<file path="config.mk">
export PLATFORM = sky130hd
export DESIGN_NAME = uart_rx_deserializer
export DESIGN_NICKNAME = d
export VERILOG_FILES = /design/src/rtl/uart_rx_deserializer.sv
export SDC_FILE = /design/constraint.sdc
export NUM_CORES = 1
export LEC_CHECK = 0
export ABC_AREA = 1
export BUFFER_PORTS_ARGS = -buffer_cell sky130_fd_sc_hd__buf_2
export CAP_MARGIN = 5
export CORE_MARGIN = 2
export CORE_UTILIZATION = 38
export DETAILED_ROUTE_END_ITERATION = 7
export PLACE_DENSITY = 0.62
export SETUP_SLACK_MARGIN = 0.5
export SYNTH_ARGS = -nofsm -noshare
export SYNTH_HDL_FRONTEND = slang
export SYNTH_SLANG_ARGS = --single-unit
export TNS_END_PERCENT = 50
</file>
<file path="constraint.sdc">
create_clock -name Clk -period 1.6 [get_ports Clk]
set_clock_uncertainty 0.1 [all_clocks]
set_input_delay 0.32 -clock Clk [delete_from_list [all_inputs] [get_ports Clk]]
set_output_delay 0.32 -clock Clk [all_outputs]
set_load 0.01 [all_outputs]
</file>
<file path="src/rtl/uart_rx_deserializer.sv">
// Oversampling UART receiver: start/data/parity/stop framing with parity and
// framing error reporting, one-clock Data_Rdy strobe for the downstream FIFO.
module uart_rx_deserializer #(
   parameter int DATA_BITS  = 8,
   parameter int OVERSAMPLE = 16,
   parameter bit PARITY_EN  = 1'b1,
   parameter bit PARITY_ODD = 1'b0
) (
   input  logic                 Clk,
   input  logic                 Rst,
   input  logic                 Baud_Tick,
   input  logic                 Rx_In,
   input  logic                 BIST_Mode,
   output logic [DATA_BITS-1:0] Rx_Data,
   output logic                 Data_Rdy,
   output logic                 Parity_Err,
   output logic                 Frame_Err,
   output logic                 Rx_Busy
);

   localparam int TW = $clog2(OVERSAMPLE);
   localparam int BW = $clog2(DATA_BITS + 1);
   localparam logic [TW-1:0] TICK_MID  = TW'(OVERSAMPLE / 2 - 1);
   localparam logic [TW-1:0] TICK_LAST = TW'(OVERSAMPLE - 1);
   localparam logic [BW-1:0] BIT_LAST  = BW'(DATA_BITS - 1);

   typedef enum logic [2:0] {
      IDLE,
      START,
      DATA,
      PARITY,
      STOP,
      BREAK
   } state_t;

   state_t               state_q, state_d;
   logic                 sync1_q, sync2_q;
   logic [TW-1:0]        tick_q, tick_d, tick_nxt;
   logic [BW-1:0]        bit_q, bit_d;
   logic [DATA_BITS-1:0] shift_q, shift_d;
   logic                 par_bad_q, par_bad_d;
   logic [DATA_BITS-1:0] data_q, data_d;
   logic                 rdy_q, rdy_d;
   logic                 perr_q, perr_d;
   logic                 ferr_q, ferr_d;
   logic                 busy_q, busy_d;
   logic                 rx_s;
   logic                 last_tick;

   assign rx_s      = BIST_Mode | sync2_q;
   assign last_tick = (tick_q == TICK_LAST);
   assign tick_nxt  = last_tick ? '0 : tick_q + 1'b1;

   always_comb begin
      state_d   = state_q;
      tick_d    = tick_q;
      bit_d     = bit_q;
      shift_d   = shift_q;
      par_bad_d = par_bad_q;
      data_d    = data_q;
      rdy_d     = 1'b0;
      perr_d    = perr_q;
      ferr_d    = ferr_q;
      if (Baud_Tick) begin
         unique case (state_q)
            IDLE: begin
               tick_d = '0;
               if (!rx_s) state_d = START;
            end
            START: begin
               // Mid start bit decides between a real frame and a glitch
               if (tick_q == TICK_MID) begin
                  tick_d = '0;
                  if (!rx_s) begin
                     bit_d   = '0;
                     state_d = DATA;
                  end else begin
                     state_d = IDLE;
                  end
               end else begin
                  tick_d = tick_nxt;
               end
            end
            DATA: begin
               tick_d = tick_nxt;
               if (last_tick) begin
                  shift_d = {rx_s, shift_q[DATA_BITS-1:1]};
                  bit_d   = bit_q + 1'b1;
                  if (bit_q == BIT_LAST)
                     state_d = PARITY_EN ? PARITY : STOP;
               end
            end
            PARITY: begin
               tick_d = tick_nxt;
               if (last_tick) begin
                  par_bad_d = (^shift_q) ^ rx_s ^ PARITY_ODD;
                  state_d   = STOP;
               end
            end
            STOP: begin
               tick_d = tick_nxt;
               if (last_tick) begin
                  perr_d = PARITY_EN ? par_bad_q : 1'b0;
                  if (rx_s) begin
                     data_d  = shift_q;
                     ferr_d  = 1'b0;
                     rdy_d   = 1'b1;
                     state_d = IDLE;
                  end else begin
                     ferr_d  = 1'b1;
                     state_d = BREAK;
                  end
               end
            end
            BREAK: begin
               // A held-low line must go high before a new start counts
               tick_d = '0;
               if (rx_s) state_d = IDLE;
            end
            default: state_d = IDLE;
         endcase
      end
      busy_d = (state_d != IDLE);
   end

   always_ff @(posedge Clk or posedge Rst) begin
      if (Rst) begin
         sync1_q   <= 1'b1;
         sync2_q   <= 1'b1;
         state_q   <= IDLE;
         tick_q    <= '0;
         bit_q     <= '0;
         shift_q   <= '0;
         par_bad_q <= 1'b0;
         data_q    <= '0;
         rdy_q     <= 1'b0;
         perr_q    <= 1'b0;
         ferr_q    <= 1'b0;
         busy_q    <= 1'b0;
      end else begin
         sync1_q   <= Rx_In;
         sync2_q   <= sync1_q;
         state_q   <= state_d;
         tick_q    <= tick_d;
         bit_q     <= bit_d;
         shift_q   <= shift_d;
         par_bad_q <= par_bad_d;
         data_q    <= data_d;
         rdy_q     <= rdy_d;
         perr_q    <= perr_d;
         ferr_q    <= ferr_d;
         busy_q    <= busy_d;
      end
   end

   assign Rx_Data    = data_q;
   assign Data_Rdy   = rdy_q;
   assign Parity_Err = perr_q;
   assign Frame_Err  = ferr_q;
   assign Rx_Busy    = busy_q;

endmodule

</file>
==> flow_summary.json, run 1 <==
{
  "vias": 1512,
  "cts_sinks": 34,
  "synth_nets": 217,
  "ys_top_cells_by_area": "dfrtp_1, nand2_1, inv_1",
  "place_congestion": 0.908,
  "power_density_nw_per_um2": 952,
  "yosysWarnings": 0,
  "syn_inst": 210,
  "top_layer": "met4",
  "max_clock_freq_ghz": 0.663,
  "drc": 0,
  "first_pass_iters": 4,
  "ys_ff_latch": 34,
  "maxSlewViolCount": 0,
  "hold_class": "in2async",
  "viasPerCell": 4.91,
  "synth-async-reset-ratio_pct": 100,
  "ys_seq_area_share_pct": 48.5,
  "drive_gt1_share_pct": 43.8,
  "critPathKind": "reg2reg",
  "finalSetupTns_ps": 0,
  "relSlewSlack_pct": 70.4,
  "power_leakage_nw": 1.16,
  "io_pins": 17,
  "antenna_found_initial": 0,
  "clock_latency_ps": 290,
  "path_cells": "ha_4 > nand3_4 > inv_4 > nand2_4 > clkinv_8 > nand3_4 > nand2_2 > o21ai_2",
  "numCtsBuffers": 5,
  "synth_cell_types": 30,
  "status": "completed",
  "power_mw": 2.30,
  "syn_avg_cell_area_um2": 8.38,
  "cp_max_fo": 8,
  "nets": 262,
  "grt_max_degree": 35,
  "grt_use_total_pct": 16.5,
  "fin_hold_ws_ps": 17.1,
  "grt_pass1_wl_mm": 6.68,
  "cap_violations": 0,
  "fin_crit_ps": 1510,
  "worst_pin_slew_ps": 445,
  "path_clk_slew_ps": 70,
  "core_area_um2": 4410,
  "max_stage_delay_ps": 410,
  "dieArea_um2": 5190,
  "rows": 24,
  "syn_area_um2": 1760,
  "rsz0062_at_grt": "yes",
  "wl_per_cell_um": 12.8,
  "totalWireLength_mm": 3.95,
  "port_buffers": 16,
  "cp_common_cell": "nand3_4",
  "cp.required_ps": 1680,
  "first_global_vias": 1447,
  "worstPathArrival_ps": 1590,
  "worst_path_max_delay_cell": "dfrtp_1",
  "final_cells": 308,
  "setup_violations": 0,
  "end_kind": "register",
  "synth_top_area_share_pct": 45.5,
  "wl_met1_mm": 1.86,
  "first_iter_violations": 66,
  "start_util_pct": 39.9,
  "dp_cells": 281,
  "cts_tree": "done",
  "ir_worst_vdd_uv": 653,
  "h-tree-depth": 2,
  "syn_to_final_growth_pct": 37.1,
  "r2r_start": "tick_q[1]",
  "die_h_um": 72.1,
  "ys.flop_type": "dfrtp_1",
  "synth-edff-count": 0,
  "clockRootBuffer": "clkbuf_8",
  "wl_met2_mm": 1.88,
  "finalHoldViolCount": 0,
  "wl_met3_um": 135,
  "final.period_utilization_pct": 94.2,
  "die_w_um": 72.1,
  "cts_hold_buffers": 0,
  "overflow": 0,
  "antenna_cells": 0,
  "cts.path.max_buffers": 2,
  "fill_cells": 407,
  "synth_top_area_cell": "dfrtp_1",
  "crit_start": "tick_q[1]",
  "critPathLaunchType": "register",
  "dp.final_hpwl_mm": 2.46,
  "drtAntennaViolNets": 0
}
==> cells in the final DEF (no fill, tap or decap), types with 4 or more instances in the layout <==
cell and count:
nand2_1 50, dfrtp_1 31, inv_1 18, buf_2 17, buf_4 16, o21ai_2 13
nand2_2 13, nand3_1 12, o21ai_1 12, nor2_1 7, nand2_4 6, clkbuf_8 6
nor2_4 5, buf_6 5, inv_2 4, nand3_4 4
==> layout make-up <==
class                   instances  area (um^2)  share of cell area [%]
inverters                      26          120                    4.98
multi-input cells             148          977                    40.5
well taps                      52         65.1                    2.70
clock buffers                   6         82.6                    3.42
flip-flops and latches         34          855                    35.4
clock inverters                 2         12.5                   0.518
repair buffers                 40          302                    12.5
==> critical path: cells and delay by family, from the launching register on <==
| kind | cells | cell delay [ps] |
|---|---|---|
| AND/OR/NAND/NOR | 4 | 450 |
| flip-flops | 1 | 410 |
| adder cells (fa/ha/maj) | 1 | 190 |
| buffers and inverters | 2 | 190 |
| AO/OA/AOI/OAI | 1 | 50 |
==> per-layer routing <==
metal  vias to the layer above  GRT usage [%]
li1                        765              -
met1                       714           23.0
met2                        25           24.4
met3                         8           4.03
met4                         0           7.34
met5                         -              0
==> flip-flops by register name, summed over array words and instances, names as in the netlist <==
register and flops:
tick_q 4, Rx_Busy 1, sync1_q 1, sync2_q 1, par_bad_q 1, state_q 3
shift_q 8, Rx_Data 8, Frame_Err 1, bit_q 4, Data_Rdy 1, Parity_Err 1
==> per-stage QoR <==
step | setup slack (ps) | instance area (um^2) | utilization, %
finish | 92.7 | 2410 | 54.7
detailed placement | 1.17 | 1940 | 44.0
global route | 19.1 | 2410 | 54.7
floorplan | 151 | 1790 | -
CTS | 108 | 2220 | 50.3
global placement | 42.4 | 1940 | 44.0
==> synthesized netlist by cell type, drive strengths merged, types with 3 or more instances <==
master / count
a21oi: 4
buf: 3
dfrtp: 32
inv: 25
nand2: 70
nand3: 17
nor2: 15
o21ai: 26
xnor2: 3
xor2: 3
==> power by group <==
group          switching (mW)  leakage, nW  total (mW)  internal [mW]
registers               0.112        0.452        1.05          0.937
logic                   0.324        0.662       0.574          0.250
clock network           0.328       0.0472       0.674          0.346
total                   0.764         1.16        2.30           1.53
==> repair_timing <==
item | in CTS | in global routing
pin swaps | 19 | 16
buffers inserted | 8 | 9
cloned | 2 | 0
setup endpoints to repair | 44 | 44
gates resized for setup | 28 | 28
==> worst paths after layout <==
path	depth (start not counted)	to	slack [ps]
hold reg to reg	0	sync2_q	260
setup / recovery	8	Rx_Data[6]	90
setup reg to reg	8	Rx_Data[6]	90
min in group Clk	1	sync1_q	20
hold / removal	3	Rx_Data[3]	20
max in group asynchronous	3	sync2_q	1040
==> kinds of logic (layout without fill, tap and decap cells) <==
logic type / after synthesis / count (layout) / share of synthesized area (%)
AO/OA/AOI/OAI: 31 / 31 / 10.4
XOR/XNOR: 6 / 6 / 2.99
flip-flops: 34 / 34 / 48.5
buffers and inverters: 30 / 74 / 7.96
AND/OR/NAND/NOR: 107 / 109 / 28.7
adder cells (fa/ha/maj): 2 / 2 / 1.42
(Power assumes the default switching activity.)
==> run 2, diff against run 1 <==
--- a/config.mk
+++ b/config.mk
@@ -12,7 +12,6 @@
 export CORE_UTILIZATION = 38
 export DETAILED_ROUTE_END_ITERATION = 7
 export PLACE_DENSITY = 0.62
-export SETUP_SLACK_MARGIN = 0.5
 export SYNTH_ARGS = -nofsm -noshare
 export SYNTH_HDL_FRONTEND = slang
 export SYNTH_SLANG_ARGS = --single-unit
==> run 2 against run 1 <==
  * Utilization is 6.4 points lower
  * Register-to-register slack got worse by 40 ps
  * Critical path depth rose by 1
  * Via count down 4.6%
  * Worst hold slack better by 14 ps
  * Clock power increased by 15%
  * Critical endpoint is now bit_q[3]
  * Routed wire length fell by 9.5%
  * First-iteration DRC count up 45%
  * Largest power group unchanged
  * Fmax shrank 2.8%
  * Count of clock-buffer cells in the layout grew 1
==> flow_summary.json, run 2 (same netlist as run 1, synthesis figures left out) <==
{
  "wl_per_cell_um": 12.3,
  "finalHoldViolCount": 0,
  "path_clk_slew_ps": 70,
  "clock_latency_ps": 290,
  "multi_input_area_um2": 837,
  "max_clock_freq_ghz": 0.645,
  "cts.path.max_buffers": 2,
  "fin_crit_ps": 1550,
  "rows": 24,
  "final_common_cell": "nand2_1",
  "cp.required_ps": 1720,
  "io_pins": 17,
  "p_seq_share_pct": 45.4,
  "end_kind": "register",
  "worst_path_max_delay_cell": "dfrtp_1",
  "numCtsBuffers": 5,
  "ir_worst_vdd_uv": 726,
  "vias": 1443,
  "cellInternalPower_mw": 1.62,
  "grt_max_degree": 35,
  "die_h_um": 72.1,
  "rsz0062_at_grt": "yes",
  "syn_to_final_growth_pct": 21.1,
  "maxSlewViolCount": 0,
  "cts_sinks": 34,
  "drtAntennaViolNets": 0,
  "worstPathArrival_ps": 1670,
  "power_density_nw_per_um2": 1090,
  "drc": 0,
  "hold_class": "in2reg",
  "setup_violations": 0,
  "critPathLaunchType": "register",
  "clockRootBuffer": "clkbuf_8",
  "overflow": 0,
  "dp.final_hpwl_mm": 2.34,
  "start_util_pct": 39.9,
  "max_stage_delay_ps": 420,
  "p_switching_mw": 0.704,
  "grt_pass1_wl_mm": 6.27,
  "worst_pin_slew_ps": 409,
  "fin_hold_ws_ps": 31.1,
  "totalWireLength_mm": 3.58,
  "antenna_found_initial": 0,
  "cap_violations": 0,
  "critPathKind": "reg2reg",
  "die_w_um": 72.1,
  "power_mw": 2.32,
  "drive_gt1_share_pct": 27.9,
  "swShare_pct": 30.3,
  "power_leakage_nw": 1.05,
  "first_pass_iters": 4,
  "port_buffers": 16,
  "final_cells": 292,
  "status": "completed",
  "final.period_utilization_pct": 96.9,
  "nets": 246,
  "final_cell_mix": "nand2_1, dfrtp_1, inv_1, buf_2, nand3_1",
  "cp_max_fo": 4,
  "path_cells": "ha_4 > nand2_4 > nor2_4 > inv_2 > o21ai_2 > nand2_2 > nor2_4 > nand2_1 > o21ai_1",
  "relSlewSlack_pct": 72.7,
  "cp_top_family": "simple AND/OR/NAND/NOR gates",
  "dp_cells": 277,
  "cp_common_cell": "nor2_4",
  "cts_tree": "done",
  "combPwrFrac_pct": 21.1,
  "first_global_vias": 1377,
  "cp_num_buf_inv": 1,
  "viasPerCell": 4.94,
  "h-tree-depth": 2,
  "grt_use_total_pct": 15.8,
  "fill_cells": 412,
  "ff_latch_area_um2": 856,
  "p_clk_share_pct": 33.4,
  "place_congestion": 0.815,
  "core_area_um2": 4410,
  "antenna_cells": 0,
  "first_iter_violations": 96,
  "dieArea_um2": 5190
}
[run 2: cell types whose count changed in the layout (fill, tap and decap cells not counted), sizes merged]
cell / previous run / this run
buf: 40 / 24
bufinv: 0 / 1
clkinvlp: 1 / 0
clkbuf: 6 / 7
nand2: 71 / 70
inv: 24 / 25
clkinv: 3 / 1
dlygate4sd3: 0 / 1
[run 2: stage by stage]
| stage | util (%) | instance area (um^2) | setup TNS [ps] | setup WS (ps) |
|---|---|---|---|---|
| after floorplan | - | 1760 | 0 | 120 |
| after global placement | 43.1 | 1900 | 0 | 23.7 |
| after detailed placement | 43.1 | 1900 | 0 | 14.2 |
| after CTS | 46.1 | 2040 | 0 | 18.9 |
| after global routing | 48.3 | 2130 | -627 | -83.4 |
| final | 48.3 | 2130 | 0 | 49.5 |
[run 2: routing by layer]
metal  GRT usage [%]  up-vias  wire [um]
li1                -      736          -
met1            21.2      666       1730
met2            22.9       34       1620
met3            4.58        7        160
met4            9.01        0         72
met5               0        -          0
[run 2: worst paths after layout]
path	startpoint	to	slack (ps)	cells past startpoint
setup / recovery	tick_q[0]	bit_q[3]	50	9
hold / removal	Rx_In	sync1_q	30	1
setup reg to reg	tick_q[0]	bit_q[3]	50	9
hold reg to reg	sync1_q	sync2_q	260	0
max in group asynchronous	Rst	sync1_q	640	4
min in group asynchronous	Rst	Rx_Data[6]	510	4
[run 2: repair_timing]
item | CTS | global route
pin swaps | 0 | 8
cloned | 1 | 0
hold endpoints to repair | 32 | 0
buffers inserted | 0 | 5
resized for setup | 1 | 18
hold buffers | 1 | 0
setup endpoints to repair | 7 | 24
[run 2: power by group through the flow]
stage	Sequential (mW)	Clock, mW	Combinational (mW)
2_1_floorplan	1.02	0	0.293
3_3_place_gp	1.04	0	0.370
3_5_place_dp	1.04	0	0.378
4_1_cts	1.03	0.792	0.383
5_1_grt	1.07	0.839	0.561
6_report	1.06	0.776	0.491
[run 2: cell type report]
cell class	count	area share, %
Clock buffer	7	3.58
Clock inverter	1	1.41
Inverter	26	4.93
Multi-Input combinational cell	147	39.3
Sequential cell	34	40.1
Tap cell	52	3.05
Timing Repair Buffer	25	7.63
==> run 3, diff against run 2 <==
--- a/config.mk
+++ b/config.mk
@@ -5,13 +5,12 @@
 export SDC_FILE = /design/constraint.sdc
 export NUM_CORES = 1
 export LEC_CHECK = 0
-export ABC_AREA = 1
 export BUFFER_PORTS_ARGS = -buffer_cell sky130_fd_sc_hd__buf_2
 export CAP_MARGIN = 5
 export CORE_MARGIN = 2
 export CORE_UTILIZATION = 38
 export DETAILED_ROUTE_END_ITERATION = 7
-export PLACE_DENSITY = 0.62
+export PLACE_DENSITY = 0.63
 export SYNTH_ARGS = -nofsm -noshare
 export SYNTH_HDL_FRONTEND = slang
 export SYNTH_SLANG_ARGS = --single-unit
==> run 3 against run 2 <==
  * Via count is 14% lower
  * The flow now finishes with violations (setup timing)
  * Critical endpoint is now Rx_Busy
  * Critical path type unchanged
  * Largest power group unchanged
  * Non-clock buffer count is 21 higher
  * Routed wire length up 2.3%
  * Critical path depth decreased by 3
  * Global-route usage is essentially flat
  * Worst setup slack got worse by 160 ps
  * Final cell count decreased by 17%
  * Utilization is 5.9 points higher
  * Total power rose by 16%
  * Design area rose by 3.9%
==> flow_summary.json, run 3 <==
{
  "synth_simple_gate_area_share_pct": 13.9,
  "dieArea_um2": 4900,
  "drc": 0,
  "end_kind": "register",
  "ys_ff_latch": 34,
  "synth_most_common_cell": "dfrtp_1",
  "final_cell_area_um2": 2220,
  "final_common_cell": "dfrtp_1",
  "worst_path_max_delay_cell": "dfrtp_1",
  "syn_area_um2": 1650,
  "maxSlewViolCount": 0,
  "start_util_pct": 40.5,
  "ys_top_cells_by_area": "dfrtp_1, mux2_4, mux2_1",
  "synthAdderAreaFrac_pct": 1.51,
  "synth_mux_area_share_pct": 12.7,
  "drtAntennaViolNets": 0,
  "overflow": 0,
  "cp_max_fo": 6,
  "swShare_pct": 29.9,
  "worst_pin_slew_ps": 423,
  "rows": 23,
  "synth-edff-count": 0,
  "cp.required_ps": 1670,
  "r2r_slack_ps": -110,
  "post-route-util_pct": 54.2,
  "path_cells": "ha_4 > and3_4 > nand2_1 > a32oi_1 > o22ai_1 > or3_1",
  "fin_crit_ps": 1710,
  "cellInternalPower_mw": 1.89,
  "dp_cells": 227,
  "combPwrFrac_pct": 30.0,
  "fill_cells": 358,
  "dpl_cell_area_um2": 1950,
  "first_global_vias": 1262,
  "totalWireLength_mm": 3.66,
  "grt_pass1_wl_mm": 5.98,
  "critPathKind": "reg2reg",
  "synth_top_area_share_pct": 48.4,
  "syn_avg_cell_area_um2": 11.6,
  "synth_top_family_by_area": "simple AND/OR/NAND/NOR gates",
  "dp_slack_ps": -158,
  "p_seq_share_pct": 39.5,
  "core_area_um2": 4090,
  "grt_use_total_pct": 15.8,
  "dp.final_hpwl_mm": 2.43,
  "worstPathArrival_ps": 1780,
  "syn_inst": 143,
  "io_pins": 17,
  "synth_cell_types": 40,
  "clock_latency_ps": 290,
  "yosysWarnings": 0,
  "ir_worst_vdd_uv": 605,
  "rsz0062_at_grt": "yes",
  "drive_gt1_share_pct": 44.3,
  "synth_nets": 150,
  "fin_ws_ps": -112,
  "power_leakage_nw": 1.13,
  "critPathLaunchType": "register",
  "viasPerCell": 5.10,
  "max_stage_delay_ps": 390,
  "cap_violations": 0,
  "max_clock_freq_ghz": 0.584,
  "die_w_um": 70.0,
  "cp_top_family": "simple AND/OR/NAND/NOR gates",
  "vias": 1235,
  "finalSetupTns_ps": -959,
  "relSlewSlack_pct": 71.8,
  "cp_num_buf_inv": 0,
  "first_pass_iters": 4,
  "cts.path.max_buffers": 2,
  "synth-async-reset-ratio_pct": 100,
  "synth_xor_area_share_pct": 5.82,
  "synth_top_area_cell": "dfrtp_1",
  "ys_seq_area_share_pct": 51.6,
  "final_cell_mix": "dfrtp_1, buf_4, mux2_4, buf_2, nor2_1",
  "cts_sinks": 34,
  "numCtsBuffers": 5,
  "place_congestion": 0.856,
  "p_switching_mw": 0.807,
  "synth_commonest_cells": "dfrtp_1, nor2_1, nand2_1, o21ai_1",
  "nets": 198,
  "power_density_nw_per_um2": 1220,
  "antenna_cells": 0,
  "synth_compound_gate_area_share_pct": 11.3,
  "cts_tree": "done",
  "clockRootBuffer": "clkbuf_8",
  "wl_per_cell_um": 15.1,
  "hold_class": "in2async",
  "h-tree-depth": 2,
  "first_iter_violations": 22,
  "finalHoldViolCount": 0,
  "setup_violations": 13,
  "path_clk_slew_ps": 70,
  "grt_max_degree": 35,
  "antenna_found_initial": 0,
  "p_clk_share_pct": 30.5,
  "syn_to_final_growth_pct": 34.0,
  "final.period_utilization_pct": 107,
  "status": "finished with violations",
  "port_buffers": 16,
  "ys.flop_type": "dfrtp_1",
  "violations": "setup timing",
  "die_h_um": 70.0,
  "final_cells": 242
}
[run 3: cell count changes in the layout (fill, tap and decap cells not counted), moves of 7 or more]
cell	delta
buf_4	+17
inv_1	-17
mux2_4	+16
nand2_1	-54
nand3_1	-13
o21ai_2	-7
[run 3: worst paths after layout]
check                             endpoint  cells after the start       from
worst min register to register     sync2_q                      0    sync1_q
worst max-delay path               Rx_Busy                      6  tick_q[1]
min in group Clk                   sync1_q                      1      Rx_In
max in group asynchronous          sync2_q                      3        Rst
worst min-delay path            state_q[1]                      3        Rst
worst max register to register     Rx_Busy                      6  tick_q[1]
[run 3: metrics by stage]
step                      total power, mW  hold slack (ps)
after floorplan                      1.45              224
after global placement               1.69              247
final                                2.70             7.24
after detailed placement             1.71              255
after global routing                 2.84             17.0
after CTS                            2.65             16.6
[run 3: final cells by class]
| type | count | area [um^2] | share of cell area, % |
|---|---|---|---|
| Inverter | 5 | 18.8 | 0.847 |
| Clock buffer | 7 | 86.3 | 3.90 |
| Clock inverter | 1 | 30.0 | 1.36 |
| Sequential cell | 34 | 853 | 38.5 |
| Multi-Input combinational cell | 99 | 837 | 37.8 |
| Timing Repair Buffer | 46 | 328 | 14.8 |
| Tap cell | 50 | 62.6 | 2.82 |
[run 3: what timing repair did]
action	in CTS	in global routing
pin swaps	8	7
setup endpoints to repair	23	25
resized for setup	6	16
hold buffers	0	0
cloned	1	0
buffers inserted	4	3
[run 3: worst min-delay path: cells and delay by family]
| kind | cells | cell delay [ps] |
|---|---|---|
| buf+inv | 3 | 500 |
[run 3: logic make-up after synthesis]
| group | count (synthesis) |
|---|---|
| AOI/OAI and AO/OA | 27 |
| buffers and inverters | 11 |
| adders and majority gates | 2 |
| and+or+nand+nor | 42 |
| muxes | 16 |
| xor gates and xnor gates | 11 |
| DFF | 34 |
[run 3: layer usage]
| metal | track usage (%) | routed length [um] | vias to the layer above |
|---|---|---|---|
| met4 | 8.12 | 78 | 0 |
| met3 | 5.05 | 145 | 6 |
| met2 | 24.9 | 1780 | 31 |
| met1 | 19.4 | 1650 | 594 |
| li1 | - | - | 604 |
| met5 | 0 | 0 | - |
[run 3: power by group through the flow]
stage | clock (mW) | combinational, mW | sequential (mW)
6_report | 0.824 | 0.809 | 1.07
5_1_grt | 0.884 | 0.876 | 1.08
4_1_cts | 0.846 | 0.742 | 1.06
3_5_place_dp | 0 | 0.651 | 1.06
3_3_place_gp | 0 | 0.637 | 1.06
2_1_floorplan | 0 | 0.407 | 1.04
